<file path="src/rtl/calc_sequencer.sv">
// rtl/calc_sequencer.sv - keypad sequencer for the calculator ALU
// Collects operand A, operator, operand B, runs the ALU for one cycle on '=' and shows the result.
module calc_sequencer #(
  parameter int MAX_OPERAND = 255,
  parameter bit CHAIN_EN    = 1'b1
) (
  input  logic        i_clk,
  input  logic        i_rst,
  input  logic        i_key_valid,
  input  logic [3:0]  i_key_code,
  output logic        o_key_ready,
  output logic [7:0]  o_alu_a,
  output logic [7:0]  o_alu_b,
  output logic [1:0]  o_alu_op,
  input  logic [15:0] i_alu_result,
  input  logic        i_alu_neg,
  output logic [15:0] o_disp_value,
  output logic        o_disp_neg,
  output logic        o_err,
  output logic        o_done
);

  typedef enum logic [2:0] {
    S_ENTER_A = 3'd0,
    S_ENTER_B = 3'd1,
    S_EXEC    = 3'd2,
    S_DONE    = 3'd3,
    S_ERROR   = 3'd4
  } state_t;

  localparam logic [3:0] K_EQ  = 4'hD;
  localparam logic [3:0] K_CLR = 4'hE;

  state_t      r_state, w_state_nx;
  logic [7:0]  r_a, w_a_nx;
  logic [7:0]  r_b, w_b_nx;
  logic [1:0]  r_op, w_op_nx;
  logic [15:0] r_disp, w_disp_nx;
  logic        r_disp_neg, w_disp_neg_nx;
  logic        r_done, w_done_nx;
  logic        r_b_seen, w_b_seen_nx;

  logic        w_accept;
  logic        w_is_digit;
  logic        w_is_op;
  logic [1:0]  w_op_code;
  logic [11:0] w_acc_a;
  logic [11:0] w_acc_b;
  logic        w_ovf_a;
  logic        w_ovf_b;
  logic        w_chain_ok;

  assign o_key_ready  = (r_state != S_EXEC);
  assign o_alu_a      = r_a;
  assign o_alu_b      = r_b;
  assign o_alu_op     = r_op;
  assign o_disp_value = r_disp;
  assign o_disp_neg   = r_disp_neg;
  assign o_err        = (r_state == S_ERROR);
  assign o_done       = r_done;

  assign w_accept   = i_key_valid && o_key_ready;
  assign w_is_digit = (i_key_code <= 4'd9);
  assign w_is_op    = (i_key_code >= 4'hA) && (i_key_code <= 4'hC);
  assign w_op_code  = 2'(i_key_code - 4'hA);

  // 12 bits holds the worst case 255*10+9 without wrapping.
  assign w_acc_a    = ({4'd0, r_a} * 12'd10) + {8'd0, i_key_code};
  assign w_acc_b    = ({4'd0, r_b} * 12'd10) + {8'd0, i_key_code};
  assign w_ovf_a    = (w_acc_a > 12'(MAX_OPERAND));
  assign w_ovf_b    = (w_acc_b > 12'(MAX_OPERAND));
  assign w_chain_ok = !r_disp_neg && (r_disp <= 16'(MAX_OPERAND));

  always_comb begin
    w_state_nx    = r_state;
    w_a_nx        = r_a;
    w_b_nx        = r_b;
    w_op_nx       = r_op;
    w_disp_nx     = r_disp;
    w_disp_neg_nx = r_disp_neg;
    w_done_nx     = 1'b0;
    w_b_seen_nx   = r_b_seen;

    if (w_accept && i_key_code == K_CLR) begin
      w_state_nx    = S_ENTER_A;
      w_a_nx        = 8'd0;
      w_b_nx        = 8'd0;
      w_op_nx       = 2'd0;
      w_disp_nx     = 16'd0;
      w_disp_neg_nx = 1'b0;
      w_b_seen_nx   = 1'b0;
    end else begin
      case (r_state)
        S_ENTER_A: begin
          if (w_accept && w_is_digit) begin
            if (w_ovf_a) begin
              w_state_nx    = S_ERROR;
              w_disp_nx     = 16'd0;
              w_disp_neg_nx = 1'b0;
            end else begin
              w_a_nx    = w_acc_a[7:0];
              w_disp_nx = {4'd0, w_acc_a};
            end
          end else if (w_accept && w_is_op) begin
            w_op_nx     = w_op_code;
            w_b_nx      = 8'd0;
            w_b_seen_nx = 1'b0;
            w_state_nx  = S_ENTER_B;
          end
        end
        S_ENTER_B: begin
          if (w_accept && w_is_digit) begin
            if (w_ovf_b) begin
              w_state_nx    = S_ERROR;
              w_disp_nx     = 16'd0;
              w_disp_neg_nx = 1'b0;
            end else begin
              w_b_nx      = w_acc_b[7:0];
              w_b_seen_nx = 1'b1;
              w_disp_nx   = {4'd0, w_acc_b};
            end
          end else if (w_accept && w_is_op && !r_b_seen) begin
            w_op_nx = w_op_code;
          end else if (w_accept && i_key_code == K_EQ && r_b_seen) begin
            w_state_nx = S_EXEC;
          end
        end
        S_EXEC: begin
          w_disp_nx     = i_alu_result;
          w_disp_neg_nx = i_alu_neg;
          w_done_nx     = 1'b1;
          w_state_nx    = S_DONE;
        end
        S_DONE: begin
          if (w_accept && w_is_digit) begin
            w_a_nx        = {4'd0, i_key_code};
            w_disp_nx     = {12'd0, i_key_code};
            w_disp_neg_nx = 1'b0;
            w_state_nx    = S_ENTER_A;
          end else if (w_accept && w_is_op && CHAIN_EN) begin
            if (w_chain_ok) begin
              w_a_nx      = r_disp[7:0];
              w_op_nx     = w_op_code;
              w_b_nx      = 8'd0;
              w_b_seen_nx = 1'b0;
              w_state_nx  = S_ENTER_B;
            end else begin
              w_state_nx    = S_ERROR;
              w_disp_nx     = 16'd0;
              w_disp_neg_nx = 1'b0;
            end
          end
        end
        S_ERROR: begin
          w_disp_nx     = 16'd0;
          w_disp_neg_nx = 1'b0;
        end
        default: w_state_nx = S_ENTER_A;
      endcase
    end
  end

  always_ff @(posedge i_clk) begin
    if (i_rst) begin
      r_state    <= S_ENTER_A;
      r_a        <= 8'd0;
      r_b        <= 8'd0;
      r_op       <= 2'd0;
      r_disp     <= 16'd0;
      r_disp_neg <= 1'b0;
      r_done     <= 1'b0;
      r_b_seen   <= 1'b0;
    end else begin
      r_state    <= w_state_nx;
      r_a        <= w_a_nx;
      r_b        <= w_b_nx;
      r_op       <= w_op_nx;
      r_disp     <= w_disp_nx;
      r_disp_neg <= w_disp_neg_nx;
      r_done     <= w_done_nx;
      r_b_seen   <= w_b_seen_nx;
    end
  end

endmodule
</file>
<file path="config.mk">
export PLATFORM = sky130hd
export DESIGN_NAME = calc_sequencer
export DESIGN_NICKNAME = d
export VERILOG_FILES = /design/src/rtl/calc_sequencer.sv
export SDC_FILE = /design/constraint.sdc
export NUM_CORES = 1
export LEC_CHECK = 0
export ABC_CLOCK_PERIOD_IN_PS = 3000
export CELL_PAD_IN_SITES_DETAIL_PLACEMENT = 0
export CELL_PAD_IN_SITES_GLOBAL_PLACEMENT = 1
export CORE_UTILIZATION = 35
export DETAILED_ROUTE_END_ITERATION = 10
export GPL_TIMING_DRIVEN = 0
export PLACE_DENSITY_LB_ADDON = 0.05
export SLEW_MARGIN = 10
export SYNTH_ARGS = -nofsm -noshare
export SYNTH_HDL_FRONTEND = slang
export SYNTH_SLANG_ARGS = --single-unit
</file>
<file path="constraint.sdc">
create_clock -name i_clk -period 3 [get_ports i_clk]
set_input_delay 0.9 -clock i_clk [delete_from_list [all_inputs] [get_ports i_clk]]
set_output_delay 0.9 -clock i_clk [all_outputs]
set_load 0.01 [all_outputs]
</file>
==> results of run 1 <==
-- per-layer routing --
layer | vias to the layer above | wire (µm) | GRT usage, %
met2 | 97 | 4930 | 36.5
met1 | 1572 | 4960 | 30.7
met4 | 0 | 173 | 6.56
met5 | - | 0 | 0
li1 | 1625 | - | -
met3 | 15 | 514 | 3.81
-- cells in the final DEF, fill, tap and decap left out, types with 6 or more instances in the layout --
master | Yosys | routed
a21o_1 | 7 | 7
a21oi_1 | 26 | 24
a22oi_1 | 10 | 10
buf_4 | 2 | 20
clkbuf_1 | 14 | 9
clkdlybuf4s50_1 | 0 | 57
dfxtp_1 | 40 | 31
dfxtp_4 | 0 | 6
ha_1 | 30 | 19
ha_4 | 0 | 9
inv_1 | 7 | 7
nand2_1 | 28 | 28
nand3_1 | 11 | 9
nor2_1 | 49 | 48
nor3_1 | 12 | 10
o21ai_0 | 15 | 14
or2_2 | 7 | 6
xnor2_1 | 6 | 6
-- worst paths after layout --
kind	from	to	slack (ns)	cells after the start
setup reg to reg	o_alu_b[1]$_SDFFE_PP0P_	o_alu_b[1]$_SDFFE_PP0P_	-0.01	12
setup / recovery	o_alu_b[1]$_SDFFE_PP0P_	o_alu_b[1]$_SDFFE_PP0P_	-0.01	12
hold / removal	r_b_seen$_SDFFE_PP0P_	r_b_seen$_SDFFE_PP0P_	0.49	2
hold reg to reg	r_b_seen$_SDFFE_PP0P_	r_b_seen$_SDFFE_PP0P_	0.49	2
-- registers in the layout, summed over array words and instances (netlist names) --
signal	cells
o_alu_a	8
o_alu_b	8
o_alu_op	2
o_disp_neg	1
o_disp_value	16
o_done	1
r_b_seen	1
r_state	3
-- cell type report --
class,count,area (µm²)
Multi-Input combinational cell,317,2630
Tap cell,108,135
Clock inverter,2,60.1
Fill cell,838,4110
Buffer,18,96.3
Timing Repair Buffer,85,807
Inverter,8,30.0
Clock buffer,5,68.8
Sequential cell,40,827
-- cell families (layout without fill, tap and decap cells) --
logic type / after synthesis / after routing / synth area share, %
flops: 40 / 40 / 25.2
compound gates: 120 / 120 / 27.2
xor+xnor: 11 / 11 / 3.03
mux: 9 / 9 / 2.99
fa+ha+maj: 34 / 34 / 14.3
buf+inv: 26 / 118 / 3.39
simple gates: 143 / 143 / 23.9
-- power groups by stage --
stage / combinational [µW] / clock [µW] / sequential, µW
2_1_floorplan: 573 / 0 / 679
3_5_place_dp: 916 / 0 / 673
3_3_place_gp: 912 / 0 / 673
6_report: 1140 / 546 / 670
4_1_cts: 1060 / 549 / 666
5_1_grt: 1240 / 565 / 680
-- critical path, cell delays in order, from the launching register on --
cell	delay [ns]
dfxtp_4	0.37
ha_4	0.24
ha_4	0.16
fa_2	0.40
xor2_2	0.18
nand3_2	0.13
nor4_4	0.30
mux2i_4	0.33
buf_6	0.14
nor4_4	0.04
buf_4	0.15
o31ai_4	0.31
a22o_1	0.20
-- repair_timing --
action,CTS,global route
endpoints found under the hold margin,0,0
pin swaps,16,17
buffers inserted,19,7
resized for setup,62,29
gates cloned,0,1
endpoints found under the setup margin,40,31
-- stage by stage --
stage	total power, µW	instance area [µm²]	util [%]	setup slack (ns)
4_1_cts	2270	4460	50.9	-0.113
3_5_place_dp	1590	3950	45.0	-1.17
3_3_place_gp	1580	3950	45.0	-1.19
2_1_floorplan	1250	3210	-	-0.0475
5_1_grt	2480	4650	53.1	-0.172
6_report	2350	4650	53.1	-0.0123
==> flow_summary.yaml, run 1 <==
outcome:
  status: "finished, violations left"
  violations: "setup timing"
yosys:
  synthesis.area_mm2: 0.00318
  yosysWarnings: 0
  syn_nets: 441
  ys_top_cells_by_count: "nor2_1 (49), dfxtp_1 (40), ha_1 (30), nand2_1 (28), a21oi_1 (26)"
  synth_top_area_cell: "dfxtp_1"
  synthCells: 383
  yosysMostFrequentCell: "nor2_1"
  ys_seq_area_share_pct: 25.2
  synth_edf_count: 0
  async_flop_share_pct: 0
  synth_ff_type: "dfxtp_1"
  ys_types: 66
  avgSynthCellArea_um2: 8.29
  synthDominantCellAreaShare_pct: 25.2
  synthTopCellsByArea: "dfxtp_1 (25%), ha_1 (12%), nor2_1 (5.8%), a21oi_1 (4.1%), nand2_1 (3.3%)"
  synth_seq_cells: 40
power_and_ir_drop:
  p_int_uw: 1470
  ir_drop_mv: 0.244
  switchingPower_uw: 884
  clockPowerShare_pct: 23.2
  pwr-share-seq_pct: 28.4
  power_frac_comb_pct: 48.4
  p_leak_uw: 0.00181
  power.density_mw_per_mm2: 506
  switching_share_pct: 37.5
clock_tree:
  numClockSinks: 40
  cts_buffers: 5
  clkLatencyLatePin_ns: 0.31
  clock_path_buffers: 2
  htreeDepth: 2
  clkTransAtPathRegs_ns: 0.09
  root_buffer: "clkbuf_8"
  tritoncts: "yes"
  ctsHoldBuffers: 0
final_layout:
  diodes: 0
  drive_above_1_share_pct: 24.6
  finalNonFillerCells: 583
  final_nets: 533
  area_growth_pct: 46.5
floorplanning:
  start_util_pct: 36.3
  fp.dieW_um: 97.3
  die_h_um: 97.3
  coreArea_mm2: 0.00876
  die_area_mm2: 0.00946
  placementRows: 34
  num_io_pins: 62
sta:
  setup_tns_ns: -0.0367
  finalWorstSetupSlack_ns: -0.0123
  fmax_mhz: 332
  fin_hold_ws_ns: 0.492
  relSlewSlack_pct: 54.7
  maxSlewViolCount: 0
  period_needed_ns: 3.01
  worstMarginPinSlew_ns: 0.677
  fin_skew_ns: 0.00994
  finalHoldViolCount: 0
  finalSetupViolCount: 4
  fin_crit_sh_pct: 100
  rsz0062_at_grt: "yes"
global_routing:
  grt_usage_pct: 22.5
  antenna_found_initial: 0
  grt_pass1_wl_um: 17200
  first_global_vias: 3251
  gr-total-overflow: 0
  grt_max_degree: 13
routing:
  dr_total_vias: 3309
  drtIter0Drc: 188
  drc: 0
  post_drt_wl_per_cell_um: 18.1
  wl_um: 10600
  drtPass1Iterations: 5
  drtAntennaViolNets: 0
  viasPerCell: 5.68
placement:
  dp_cells: 551
  place_congestion: 0.820
  post-dp-hpwl_um: 7790
  port-buffer-count: 60
setup_path:
  crit_path_end_kind: "flop"
  cp_max_fo: 6
  cp.required_ns: 3.26
  critPathLaunchType: "flop"
  critPathKind: "reg2reg"
  cp.arrival_ns: 3.27
hold_path:
  hp-class: "reg2reg"
flow_run:
  cap_violations: 0
(Power assumes the default switching activity.)
==> run 2, diff against run 1 <==
--- a/config.mk
+++ b/config.mk
@@ -8,6 +8,7 @@
 export ABC_CLOCK_PERIOD_IN_PS = 3000
 export CELL_PAD_IN_SITES_DETAIL_PLACEMENT = 0
 export CELL_PAD_IN_SITES_GLOBAL_PLACEMENT = 1
+export CORE_ASPECT_RATIO = 2
 export CORE_UTILIZATION = 35
 export DETAILED_ROUTE_END_ITERATION = 10
 export GPL_TIMING_DRIVEN = 0
==> run 2 against run 1 <==
The run now ends clean. Non-clock buffer count down 6. First-iteration DRC count down 41%. Power down 0.80%. Critical path type unchanged. Critical endpoint is now r_state[0]$_SDFFE_PP0P_. Largest cell class unchanged. Largest power group unchanged.
==> flow_summary.yaml, run 2 (synthesis gave the netlist of run 1 again) <==
setup_path:
  critPathLaunchType: "flop"
  cp.required_ns: 3.18
  cpMaxStageDelayCell: "dfxtp_4"
  slowest_delay_ns: 0.39
  critPathBufInv: 2
  timing.reg2reg.setup_slack_ns: 0.03
  path_depth: 12
  critPathKind: "reg2reg"
  crit_family: "adder cells"
  reg2reg_from: "o_alu_b[3]$_SDFFE_PP0P_"
  timing.rr.end: "r_state[0]$_SDFFE_PP0P_"
  endpoint: "r_state[0]$_SDFFE_PP0P_"
  crit_chain: "ha_4, ha_4, fa_2, a211oi_2, nor3_2, or2_2, mux2i_4, nor4_4, buf_4, buf_4, o21ba_2, o22a_1"
  reg2reg_depth: 12
  cp.arrival_ns: 3.15
  cp_max_fo: 4
  crit_path_end_kind: "flop"
  crit_path_start: "o_alu_b[3]$_SDFFE_PP0P_"
clock_tree:
  root_buffer: "clkbuf_16"
  tritoncts: "yes"
  ctsHoldBuffers: 0
  clkLatencyLatePin_ns: 0.29
  numClockSinks: 40
  htreeDepth: 2
  clkTransAtPathRegs_ns: 0.06
  cts_buffers: 5
  clock_path_buffers: 2
final_layout:
  layout_common_cells: "clkdlybuf4s50_1 (57), nor2_1 (47), dfxtp_1 (31)"
  drive_above_1_share_pct: 24.9
  final_common_cell: "clkdlybuf4s50_1"
  largest_reg_flops: 16
  final_nets: 527
  diodes: 0
  area_growth_pct: 44.3
floorplanning:
  num_io_pins: 62
  placementRows: 48
  coreArea_mm2: 0.00871
  start_util_pct: 36.5
  fp.dieW_um: 69.4
  die_h_um: 137
  die_area_mm2: 0.00948
power_and_ir_drop:
  power.density_mw_per_mm2: 510
  switching_share_pct: 39.0
  switchingPower_uw: 911
  ir_drop_mv: 0.247
  clockPowerShare_pct: 22.4
  p_leak_uw: 0.00181
  power_frac_comb_pct: 49.1
  p_int_uw: 1430
  pwr-share-seq_pct: 28.6
sta:
  finalSetupViolCount: 0
  finalWorstSetupSlack_ns: 0.0295
  maxSlewViolCount: 0
  rsz0062_at_grt: "yes"
  fin_skew_ns: 0.0100
  period_needed_ns: 2.97
  setup_tns_ns: 0
  finalHoldViolCount: 0
  fin_crit_sh_pct: 99.0
  relSlewSlack_pct: 59.7
  worstMarginPinSlew_ns: 0.604
  fmax_mhz: 337
placement:
  post-dp-hpwl_um: 9080
  port-buffer-count: 60
  place_congestion: 0.914
  dp_slack_ns: -1.26
global_routing:
  grt_max_degree: 13
  grt_usage_pct: 26.0
  antenna_found_initial: 0
  gr-total-overflow: 0
  grt_pass1_wl_um: 18700
  first_global_vias: 3516
flow_run:
  cap_violations: 0
routing:
  wl_um: 11900
  drtAntennaViolNets: 0
  drc: 0
  post_drt_wl_per_cell_um: 21.0
  drtPass1Iterations: 4
  viasPerCell: 5.95
  drtIter0Drc: 110
  dr_total_vias: 3387
hold_path:
  hp-class: "reg2reg"
  worstHoldStart: "r_b_seen$_SDFFE_PP0P_"
outcome:
  status: "complete, no violations"
run 2: worst register-to-register path: cells and delay by family (launching register included):
kind / cells / cell delay, ns
compound gates: 3 / 0.64
buf+inv: 2 / 0.32
mux: 1 / 0.26
flops: 1 / 0.39
simple gates: 3 / 0.50
fa+ha+maj: 3 / 0.76
run 2: metal layers:
metal  share of wire (%)  global-route usage [%]  wire (µm)
met1                  35                    25.2       4180
met2                  56                    50.8       6720
met3                 2.7                    3.46        321
met4                 5.9                    15.8        701
met5                   0                       0          0
run 2: final cells by class:
type / instances / area [µm²]
Sequential cell: 40 / 820
Multi-Input combinational cell: 317 / 2630
Buffer: 16 / 80.1
Timing Repair Buffer: 81 / 769
Tap cell: 100 / 125
Clock buffer: 6 / 129
Clock inverter: 1 / 5.00
Inverter: 8 / 30.0
Fill cell: 858 / 4120
run 2: worst min path at each step:
stage	endpoint	cells past startpoint
2_1_floorplan	r_b_seen$_SDFFE_PP0P_	2
3_5_place_dp	r_b_seen$_SDFFE_PP0P_	2
6_report	r_b_seen$_SDFFE_PP0P_	2
4_1_cts	r_b_seen$_SDFFE_PP0P_	2
3_3_place_gp	r_b_seen$_SDFFE_PP0P_	2
5_1_grt	o_alu_a[3]$_SDFFE_PP0P_	2
run 2: metrics by stage:
step / instance area, µm² / hold WS (ns) / instances / total power [µW] / utilization, %
5_1_grt: 4580 / 0.527 / 569 / 2470 / 52.6
4_1_cts: 4450 / 0.491 / 569 / 2280 / 51.1
2_1_floorplan: 3210 / 0.459 / 383 / 1250 / -
3_3_place_gp: 3940 / 0.472 / 543 / 1610 / 45.2
3_5_place_dp: 3940 / 0.482 / 543 / 1620 / 45.2
6_report: 4580 / 0.493 / 569 / 2340 / 52.6
run 2: what timing repair did:
item                       CTS  global route
setup endpoints to repair   40            39
gates cloned                 0             1
pin swaps                   21            13
hold endpoints to repair     0             0
gates resized for setup     60            35
buffers inserted            19             1
run 2: power groups by stage:
stage | logic [µW] | clock network (µW) | registers, µW
after global placement | 938 | 0 | 676
after detailed placement | 941 | 0 | 676
after floorplan | 573 | 0 | 679
after global routing | 1240 | 552 | 678
final | 1150 | 522 | 668
after CTS | 1090 | 526 | 669
==> edit 1 (settings of run 1) <==
Change the parameter `CHAIN_EN` from 1'b1 to 1'b0.
--- a/src/rtl/calc_sequencer.sv
+++ b/src/rtl/calc_sequencer.sv
@@ -4,3 +4,3 @@
   parameter int MAX_OPERAND = 255,
-  parameter bit CHAIN_EN    = 1'b1
+  parameter bit CHAIN_EN    = 1'b0
 ) (
Check against the original RTL: not equivalent (Yosys sat finds a counterexample within 10 cycles, from zero or initial values).
==> edit 1 against run 1 <==
Clock power fell by 15%; total power rose by 6.3%; setup slack improved by 0.092 ns; cell area fell by 12%; area after synthesis fell by 8.3%; sequential share of layout area rose by 2.1 points; sequential cell count did not move; die area fell by 8.2%; routed wire length fell by 16%; largest cell class unchanged.
==> edit 1: results (changes against run 1) <==
INFO  metric maximum_number_of_pins_on_one_net_before_global_route_repair = 14 (+1)
INFO  metric grt_use_total = 20.77% (-1.7 points)
INFO  metric layout-drive-gt1-share = 16.00% (-8.6 points)
INFO  metric post_synth_main_area_contributors = dfxtp_1, ha_1, a21oi_1, nor2_1, nand2_1
INFO  metric wire_length_of_the_first_global_routing_pass = 13990 um (-18%)
INFO  metric drt-total-wl = 8914 um (-16%)
INFO  metric clk_path_buf_depth = 2 (unchanged)
INFO  metric drtPass1Iterations = 5 (unchanged)
INFO  metric vias_in_the_first_global_route = 2737 (-16%)
INFO  metric synth_warnings = 0 (unchanged)
INFO  metric n_fill_cell = 746 (-11%)
INFO  metric worstPathMaxFanout = 5 (-1)
INFO  metric register_to_register_path_depth = 13 (+1)
INFO  metric routed_via_density = 5.495 (-3.2%)
INFO  metric finalClockSkew = 0.008483 ns (-0.001458 ns)
INFO  metric grt_antenna_before_repair = 0 (unchanged)
INFO  metric post_synth_cell_types = 59 (-11%)
INFO  metric cts.clk_slew.worst_paths = 0.09 ns (about the same)
INFO  metric timing.critical_path.slowest_stage_cell = dfxtp_2
INFO  metric antenna_cells = 0 (unchanged)
INFO  metric initialDrtViolationCount = 131 (-30%)
INFO  metric synth_nets = 403 (-8.6%)
INFO  metric netlist_top_cells_count = dfxtp_1, ha_1, nor2_1
INFO  metric ctsHtreeMaxLevel = 2 (unchanged)
INFO  metric min_path_cells = 2 (unchanged)
INFO  metric layout.nets = 482 (-9.6%)
INFO  metric seq_area_frac_synth = 27.50% (+2.3 points)
INFO  metric worst-endpoint-arrival = 3.15 ns (-0.12 ns)
INFO  metric slew_headroom = 60.52% (+5.8 points)
INFO  metric max_stage_delay = 0.36 ns (-0.04 ns)
INFO  metric total_leakage_power = 1.631 nW (-10%)
INFO  metric number_of_buffers_added_on_ports = 61 (+1.7%)
INFO  metric routabilityCongestion = 0.8265 (+0.78%)
INFO  metric status = finished clean
INFO  metric ir_drop = 241.6 uV (-1.1%)
INFO  metric cts_made_buffers = 5 (unchanged)
INFO  metric dp_hpwl = 6705 um (-14%)
INFO  metric asyncSetResetFlopFracSynth = 0% (unchanged)
edit 1: cell count changes in the layout (fill, tap and decap cells not counted), moves of 6 or more:
cell and delta:
a21oi_1 -6, buf_4 -12, nor2_1 -19, o21ai_1 +6, ha_4 -8, a22oi_1 -10
ha_1 +7, nor3_1 -6
edit 1: worst paths after layout:
check               from     endpoint  slack (ns)
max           o_alu_a[1]   o_alu_a[5]        0.08
min          o_alu_op[1]  o_alu_op[1]        0.46
max reg2reg   o_alu_a[1]   o_alu_a[5]        0.08
min reg2reg  o_alu_op[1]  o_alu_op[1]        0.46
edit 1: area by class of cell:
class	instances	area [sq um]	share of cell area (%)
Buffer	12	61.31	1.505
Clock buffer	5	68.82	1.689
Clock inverter	3	42.54	1.044
Inverter	12	45.04	1.106
Multi-Input combinational cell	280	2182	53.56
Sequential cell	40	808.3	19.84
Tap cell	102	127.6	3.133
Timing Repair Buffer	73	738.2	18.12
edit 1: per-stage QoR:
| stage | instance area (sq um) | std cells | setup WS [ns] | TNS [ns] | util [%] |
|---|---|---|---|---|---|
| 6_report | 4074 | 527 | 0.08004 | 0 | 51.65 |
| 2_1_floorplan | 2912 | 345 | 0.09867 | 0 | - |
| 3_5_place_dp | 3650 | 508 | -1.034 | -28.68 | 46.27 |
| 5_1_grt | 4074 | 527 | -0.05780 | -0.4596 | 51.65 |
| 3_3_place_gp | 3650 | 508 | -1.003 | -27.83 | 46.27 |
| 4_1_cts | 3884 | 520 | 0.01012 | 0 | 49.24 |
edit 1: routing by layer:
layer,vias to the layer above,share of wire [%],GRT usage [%]
met1,1372,45,26.63
met4,0,1.2,4.872
met3,11,4.2,3.252
met2,78,50,36.34
met5,-,0,0
li1,1435,-,-
edit 1: report_power, final:
group / internal [W] / leakage, nW / switching [W]
sequential: 0.000627 / 0.328 / 0.0000732
combinational: 0.000622 / 1.25 / 0.000719
clock: 0.000247 / 0.0541 / 0.000215
edit 1: what timing repair did:
| action | CTS | global route |
|---|---|---|
| pin swaps | 5 | 12 |
| buffers inserted | 3 | 8 |
| gates cloned | 1 | 0 |
| endpoints found under the setup margin | 37 | 36 |
| gates resized for setup | 25 | 25 |
edit 1: worst max-delay path: cells and delay by family, from the launching register on:
family,cells,cell delay [ns]
adder cells (fa/ha/maj),3,0.84
buffers and inverters,3,0.43
AO/OA/AOI/OAI,3,0.57
flip-flops,1,0.36
XOR/XNOR,1,0.24
AND/OR/NAND/NOR,3,0.43
edit 1: logic make-up (layout without fill, tap and decap cells):
kind of cell | Yosys count | after routing | share of synthesized area [%]
compound gates | 114 | 114 | 27.93
simple gates | 112 | 112 | 18.95
flops | 40 | 40 | 27.50
fa+ha+maj | 34 | 34 | 15.64
buf+inv | 25 | 105 | 3.481
xor+xnor | 16 | 16 | 5.071
mux | 4 | 4 | 1.418
==> edit 2 (flow settings as in run 1) <==
Without the edit above. Register the output `o_err`, with the module's reset; this adds one clock of latency there. The other outputs are not delayed to match.
--- a/src/rtl/calc_sequencer.sv
+++ b/src/rtl/calc_sequencer.sv
@@ -58,3 +58,9 @@
   assign o_disp_neg   = r_disp_neg;
-  assign o_err        = (r_state == S_ERROR);
+  always_ff @(posedge i_clk) begin
+    if (i_rst) begin
+      o_err <= '0;
+    end else begin
+      o_err <= (r_state == S_ERROR);
+    end
+  end
   assign o_done       = r_done;
Function: changed (a bounded check fails within 4 cycles, from zero or initial values and one cycle with i_rst high).
==> edit 2 against run 1 <==
Final cell count up 2.2%; global-route usage down 0.73 points; the run still ends with negative setup slack left; routed wire length down 0.81%; clock skew up 0.0015 ns; sequential cell count up 1; setup slack better by 0.0011 ns; total power down 6.9%; area after synthesis up 4.5%; critical endpoint is now o_alu_a[2]; first-iteration DRC count up 28%; count of clock-buffer cells in the layout up 1; cell area down 0.56%.
==> edit 2: results (changes against run 1) <==
INFO  metric layout.nets = 542 (+1.7%)
INFO  metric timing.setup.tns = -0.02904 ns (+0.007646 ns)
INFO  metric synth_nets = 462 (+4.8%)
INFO  metric hp-start = o_alu_op[1]
INFO  metric final_setup_vio_count = 5 (+1)
INFO  metric worst-endpoint-arrival = 3.21 ns (-0.06 ns)
INFO  metric failed_checks = negative setup slack
INFO  metric initialDrtViolationCount = 241 (+28%)
INFO  metric post_cts.resized_instances = 37 (-40%)
INFO  metric status = finished with violations
INFO  metric ir_drop = 210.4 uV (-14%)
INFO  metric worstPathMaxFanout = 8 (+2)
INFO  metric seq_area_frac_synth = 24.74% (-0.47 points)
INFO  metric dp_hpwl = 7958 um (+2.1%)
INFO  metric max_stage_delay = 0.37 ns (-0.03 ns)
INFO  metric layout-drive-gt1-share = 18.97% (-5.7 points)
INFO  metric share_of_the_synthesized_area_in_compound_gates_ao_oa_aoi_oai = 27.34% (+0.16 points)
INFO  metric wire_length_of_the_first_global_routing_pass = 16980 um (-1.0%)
INFO  metric fin_ws = -0.01113 ns (+0.001126 ns)
INFO  metric post_synth_main_area_contributors = dfxtp_1, ha_1, a21oi_1, nand2_1, nor2_1
INFO  metric drtPass1Iterations = 4 (-1)
INFO  metric netlist_instances = 404 (+5.5%)
INFO  metric dp_cells = 575 (+4.4%)
INFO  metric drt-wirelength-per-cell = 17.60 um (-3.0%)
INFO  metric worst-slew-pin-transition = 0.8328 ns (+0.1563 ns)
INFO  metric reg2reg_end = o_alu_a[2]
INFO  metric vias_in_the_first_global_route = 3308 (+1.8%)
INFO  metric synth_xor_area_share = 3.582% (+0.55 points)
INFO  metric detailroute.via_count = 3395 (+2.6%)
INFO  metric critPathLaunch = o_alu_a[3]
INFO  metric yosys-mux-area-fraction = 4.676% (+1.7 points)
INFO  metric post_cts_buffers = 9 (-10)
INFO  metric dpl_cell_area = 0.004136 sq mm (+4.8%)
INFO  metric timing.critical_path.slowest_stage_cell = dfxtp_4
[edit 2: area by class of cell]
type / count / area [sq um]
inverter: 10 / 37.54
timing repair buffer: 73 / 710.7
sequential: 41 / 849.6
clock inverter: 2 / 16.27
buffer: 22 / 106.4
multi-input combinational: 331 / 2674
fill: 913 / 4569
clock buffer: 6 / 93.84
tap: 111 / 138.9
[edit 2: metrics by stage]
step / total power [W] / hold slack [ns] / setup slack (ns) / util, %
2_1_floorplan: 0.001245 / 0.4625 / 0.0005915 / -
3_3_place_gp: 0.001547 / 0.4550 / -1.007 / 44.98
3_5_place_dp: 0.001548 / 0.4518 / -1.029 / 44.98
4_1_cts: 0.002102 / 0.4677 / 0.002178 / 48.54
5_1_grt: 0.002318 / 0.4819 / -0.1328 / 50.31
6_report: 0.002192 / 0.4699 / -0.01113 / 50.31
[edit 2: cells by family (layout without fill, tap and decap cells)]
logic type,count (synthesis),after routing
AND/OR/NAND/NOR,140,140
multiplexers,15,15
adder cells (fa/ha/maj),34,34
XOR/XNOR,12,12
flip-flops,41,41
buffers and inverters,32,113
AO/OA/AOI/OAI,130,130
[edit 2: report_power, final]
part	switching, W	internal [W]
logic	0.000580	0.000510
clock network	0.000234	0.000216
registers	0.0000491	0.000603
total	0.000863	0.00133
[edit 2: metal layers]
layer / vias up / track usage (%) / wire [um]
met1: 1609 / 29.65 / 4986
met4: 0 / 6.335 / 210
met2: 97 / 35.68 / 4833
met5: - / 0 / 0
li1: 1668 / - / -
met3: 21 / 3.303 / 462
[edit 2: worst max path at each step]
stage,to,slack [ns]
after floorplan,o_disp_value[1],0.0006
after global placement,o_disp_value[2],-1.01
after detailed placement,o_alu_a[2],-1.03
after CTS,o_disp_value[2],0.002
after global routing,o_alu_a[4],-0.13
final,o_alu_a[2],-0.01
